==> src/rtl/id_pipe_dec.sv <==
// Instruction-decode pipeline stage: decodes one instruction per handshake into a
// registered control bundle and stalls on register hazards tracked by a busy scoreboard.
module id_pipe_dec #(
  parameter int IW = 16,
  parameter int RW = 2,
  parameter int CW = 8
) (
  input  logic          clk,
  input  logic          rst_n,
  input  logic          in_valid,
  output logic          in_ready,
  input  logic [IW-1:0] in_instr,
  output logic          out_valid,
  input  logic          out_ready,
  output logic [RW-1:0] out_rd,
  output logic [RW-1:0] out_ra,
  output logic [RW-1:0] out_rb,
  output logic [CW-1:0] out_c,
  output logic [1:0]    out_seltype,
  output logic [1:0]    out_selop,
  output logic          out_selb,
  output logic          out_jsel,
  output logic          out_cbzsel,
  output logic          out_msel,
  output logic          out_memwen,
  output logic          out_rfen,
  input  logic          wb_valid,
  input  logic [RW-1:0] wb_rd,
  input  logic          flush,
  output logic [15:0]   stall_cnt,
  inout  wire           dvdd,
  inout  wire           dgnd
);

  localparam int NREG = 2 ** RW;

  // Handshakes: a transfer happens on a rising edge where valid and ready are both 1;
  // valid never depends on ready, and a held bundle stays stable while ready is low.

  logic [3:0]      op;
  logic [RW-1:0]   d_rd, d_ra, d_rb;
  logic [CW-1:0]   d_c;
  logic            d_selb, d_jsel, d_cbzsel, d_msel, d_memwen, d_rfen;
  logic            rd_chk, ra_chk, rb_chk;
  logic [NREG-1:0] busy, busy_next, blocked;
  logic            hazard, accept, issue;
  logic            unused_bits;

  assign unused_bits = ^{dvdd, dgnd, in_instr};

  assign op   = in_instr[IW-1 -: 4];
  assign d_rd = in_instr[IW-5 -: RW];
  assign d_ra = in_instr[IW-5-RW -: RW];
  assign d_rb = in_instr[RW-1:0];
  assign d_c  = in_instr[CW-1:0];

  always_comb begin
    d_selb = 1'b0;
    case (op)
      4'h0, 4'h8, 4'h9, 4'hA, 4'hD, 4'hE, 4'hF: d_selb = 1'b1;
      default: d_selb = 1'b0;
    endcase
  end

  assign d_memwen = (op == 4'h9);
  assign d_rfen   = !(op == 4'h9 || op == 4'hE || op == 4'hF);
  assign d_jsel   = (op == 4'hF);
  assign d_msel   = (op == 4'h8);
  assign d_cbzsel = (op == 4'hE);

  // Which fields of the incoming instruction are sources (or a pending write target).
  assign ra_chk = !(op == 4'hA || op == 4'hF);
  assign rb_chk = !d_selb;
  assign rd_chk = d_memwen | d_rfen;

  // A register is blocked if retired-pending or about to be written by the held bundle.
  assign blocked = busy | ((out_valid && out_rfen)
                   ? ({{(NREG-1){1'b0}}, 1'b1} << out_rd) : '0);

  assign hazard = in_valid & ((ra_chk & blocked[d_ra]) |
                              (rb_chk & blocked[d_rb]) |
                              (rd_chk & blocked[d_rd]));

  assign in_ready = (!out_valid || out_ready) && !hazard && !flush;
  assign accept   = in_valid && in_ready;
  assign issue    = out_valid && out_ready && out_rfen && !flush;

  // Retire first, then issue, so a same-cycle issue to the retiring register stays busy.
  always_comb begin
    busy_next = busy;
    if (wb_valid) busy_next[wb_rd] = 1'b0;
    if (issue)    busy_next[out_rd] = 1'b1;
  end

  always_ff @(posedge clk or negedge rst_n) begin
    if (!rst_n) begin
      out_valid   <= 1'b0;
      out_rd      <= '0;
      out_ra      <= '0;
      out_rb      <= '0;
      out_c       <= '0;
      out_seltype <= '0;
      out_selop   <= '0;
      out_selb    <= 1'b0;
      out_jsel    <= 1'b0;
      out_cbzsel  <= 1'b0;
      out_msel    <= 1'b0;
      out_memwen  <= 1'b0;
      out_rfen    <= 1'b0;
      busy        <= '0;
      stall_cnt   <= '0;
    end else begin
      if (accept) begin
        out_valid   <= 1'b1;
        out_rd      <= d_rd;
        out_ra      <= d_ra;
        out_rb      <= d_rb;
        out_c       <= d_c;
        out_seltype <= op[3:2];
        out_selop   <= op[1:0];
        out_selb    <= d_selb;
        out_jsel    <= d_jsel;
        out_cbzsel  <= d_cbzsel;
        out_msel    <= d_msel;
        out_memwen  <= d_memwen;
        out_rfen    <= d_rfen;
      end else if (flush || (out_valid && out_ready)) begin
        out_valid <= 1'b0;
      end
      busy <= busy_next;
      if (hazard && stall_cnt != 16'hFFFF) stall_cnt <= stall_cnt + 16'd1;
    end
  end

endmodule

==> config.mk <==
export PLATFORM = sky130hd
export DESIGN_NAME = id_pipe_dec
export DESIGN_NICKNAME = d
export VERILOG_FILES = /design/src/rtl/id_pipe_dec.sv
export SDC_FILE = /design/constraint.sdc
export NUM_CORES = 1
export LEC_CHECK = 0
export ABC_AREA = 1
export CORE_AREA = 3 3 89 91
export CTS_CLUSTER_DIAMETER = 40
export DETAILED_ROUTE_END_ITERATION = 12
export DIE_AREA = 0 0 92 94
export GPL_ROUTABILITY_DRIVEN = 0
export GPL_TIMING_DRIVEN = 0
export PLACE_DENSITY = 0.7
export SETUP_SLACK_MARGIN = 0.2
export SLEW_MARGIN = 20
export SYNTH_ARGS = -nofsm -noshare
export SYNTH_HDL_FRONTEND = slang
export SYNTH_SLANG_ARGS = --single-unit
==> constraint.sdc <==
create_clock -name clk -period 2.75 [get_ports clk]
set_input_delay 0.4125 -clock clk [delete_from_list [all_inputs] [get_ports clk]]
set_output_delay 0.4125 -clock clk [all_outputs]
set_load 0.02 [all_outputs]
==> run metrics <==
WP data arrival=1.98 ns; design area=0.00337 mm^2; Max-Cap Viols=0; Crit Path Class=in2out; most frequent cells in the layout=110 x nand2_1, 61 x clkdlybuf4s50_1, 43 x dfrtp_1; crit start category=input port; Synth Instances=321; pwr/cell area=617 mW/mm^2; pin count of the biggest net entering global routing=27; Net Count, Synth=348; CP Capture Type=output port; port bufs=64; crit-path max FO=6; drt wl/cell=13.3 um; hold buffers post-CTS=0; Worst R2R Setup Slack=0.77 ns; largest family of logic cells by synthesized area=simple AND/OR/NAND/NOR gates; Setup WS pre-CTS=-0.294 ns; GR Overflow Total=0; CTS sink count=43; drt initial violations=68; layout filler cell count=737; Area after DPL=0.00326 mm^2; core area=0.00721 mm^2; CP Cell Sequence=clkdlybuf4s50_1 > inv_1 > a21oi_1 > a21boi_2 > clkdlybuf4s15_2; TritonCTS clock tree=done; commonest non-fill, non-tap cell in the layout=nand2_1; Vias=2397; Worst-Margin Slew=0.637 ns; compound-cell area share of the yosys netlist=2.92%; top cell type by total area after synthesis=dfrtp_1; first-pass GRT wire length=11.2 mm; Final Net Count=421; slowest stage cell, crit path=a21oi_1; vias per inst=4.86; Setup violations, final=0; Buf/Inv on CP=3; DP HPWL=5.04 mm; crit path time final=2.40 ns; Final Max Slew Viols=0; Pre-antenna DRT Iters=4; Peak VDD IR=0.000409 V; total track usage=16.0%; DIE WIDTH=92 um; multiplexer share of the synthesized area=0%; RSZ-0062 raised after global routing=no; clock buffer count from CTS=5; Worst Path Required=2.34 ns; share of post-route cells with drive strength above 1=8.63%; Synth Area in Simple Gates=39.7%; Starting Density=34.4%; post-route clock period utilization=87.2%; top-area cell type share of the netlist area=43.4%; Seq/Total Area, Yosys=43.4%; max incr delay on CP=0.50 ns; endpoints left unconstrained=2; num rows=31; CTS max path bufs=2; status=finished, final reports clean; Die Ht=94 um; Adder-Cell Fraction of Synth Area=0.504%; Rel. slew slack=57.6%; clk root buf=clkbuf_8; vias in the first global route=2452; Clk Latency, worst-skew pair=0.29 ns; Peak Freq=417 MHz; Synth Area in XOR/XNOR=4.59%; Mapped Avg Cell Area=7.73 um^2; full die area=0.00865 mm^2; DRT Wirelength=6.58 mm; synth top area cells=dfrtp_1 43%, nand2_1 17%, nand4_1 10%, inv_1 4.7%, nand3_1 4.0%; flops & latches, synth=43; DR DRC count=0; n_diodes=0; Leakage=0.00162 uW; crit-path leading delay family=buffers and inverters; clk slew on worst S/H paths=0.08 ns; P&R area growth vs syn=35.9%; Setup WS post-layout=0.353 ns; Synth warnings=0; Mapped Area=0.00248 mm^2; I/O pin total=68; Hold Vio Cnt, Final=0; Hold Crit Class=in2async; clock skew=0.00894 ns; Synth cell types=27; H-Tree Depth=2; DRT antenna net count=0; initial antenna violation count=0
==> worst reg2reg max path, cell delays in order (launching register included) <==
cell and delay, ns:
dfrtp_1 0.42, ha_1 0.24, nand3_1 0.15, nor2_2 0.22, nand4_1 0.15, inv_1 0.09
nand2_2 0.12, clkbuf_1 0.26, nand4_1 0.17, nand2_1 0.06
==> report_power, final <==
group	total [uW]	internal [uW]	switching, uW
clock network	407	197	210
logic	807	373	434
registers	866	750	115
total	2080	1320	759
==> path summary, 6_finish.rpt <==
path	from	to	depth (start not counted)
min in group clk	out_seltype[1]	out_seltype[1]	2
min	rst_n	stall_cnt[6]	1
max reg2reg	stall_cnt[0]	stall_cnt[5]	9
min reg2reg	out_seltype[1]	out_seltype[1]	2
max in group asynchronous	rst_n	out_memwen	2
max	out_ready	in_ready	5
==> per-stage QoR <==
step                cells  TNS (ns)  total power, uW  util [%]  hold slack (ns)
global placement      484    -0.290             1670      45.0            0.457
floorplan             321         0             1290         -            0.117
detailed placement    485    -0.294             1690      45.2            0.388
global route          493         0             2210      46.7           0.0763
CTS                   492         0             2100      46.5           0.0643
finish                493         0             2080      46.7           0.0548
==> cells in the mapped netlist (all sizes together) <==
| library cell | count |
|---|---|
| nand3b | 1 |
| xnor2 | 5 |
| nor2 | 16 |
| inv | 32 |
| buf | 8 |
| nor3 | 8 |
| xor2 | 8 |
| nand3 | 25 |
| clkbuf | 8 |
| o21ai | 6 |
| a21boi | 1 |
| dfrtp | 43 |
| nand4 | 40 |
| o31ai | 3 |
| ha | 1 |
| a21oi | 1 |
| nor3b | 1 |
| nand2 | 113 |
| o211ai | 1 |
==> what timing repair did <==
| action | CTS | global route |
|---|---|---|
| gates resized for setup | 7 | 2 |
| endpoints found under the setup margin | 1 | 1 |
| setup buffers | 0 | 1 |
| pin swaps | 0 | 1 |
==> routing by layer <==
metal	track usage (%)	wire length, um
met5	0	0
met4	3.71	39
met3	3.45	381
met2	27.6	3210
met1	20.6	2950
==> cell families (layout without fill, tap and decap cells) <==
logic type	Yosys count	count (layout)
and+or+nand+nor	204	204
DFF	43	43
adders and majority gates	1	1
buffers and inverters	48	121
xor gates and xnor gates	13	13
AOI/OAI and AO/OA	12	12
==> registers in the layout, indices dropped and copies added, names as in the netlist <==
register	count
busy	4
out_c	7
out_cbzsel	1
out_jsel	1
out_memwen	1
out_msel	1
out_ra	2
out_rb	1
out_rd	2
out_rfen	1
out_selb	1
out_selop	2
out_seltype	2
out_valid	1
stall_cnt	16
==> area by class of cell <==
| type | count | area, um^2 | area share, % |
|---|---|---|---|
| multi-input combinational | 230 | 1190 | 35.4 |
| sequential | 43 | 1080 | 31.9 |
| timing repair buffer | 66 | 667 | 19.8 |
| tap | 99 | 124 | 3.67 |
| inverter | 32 | 120 | 3.56 |
| buffer | 16 | 101 | 3.01 |
| clock buffer | 6 | 82.6 | 2.45 |
| clock inverter | 1 | 5.00 | 0.148 |
Power figures use the tool's default switching activity.
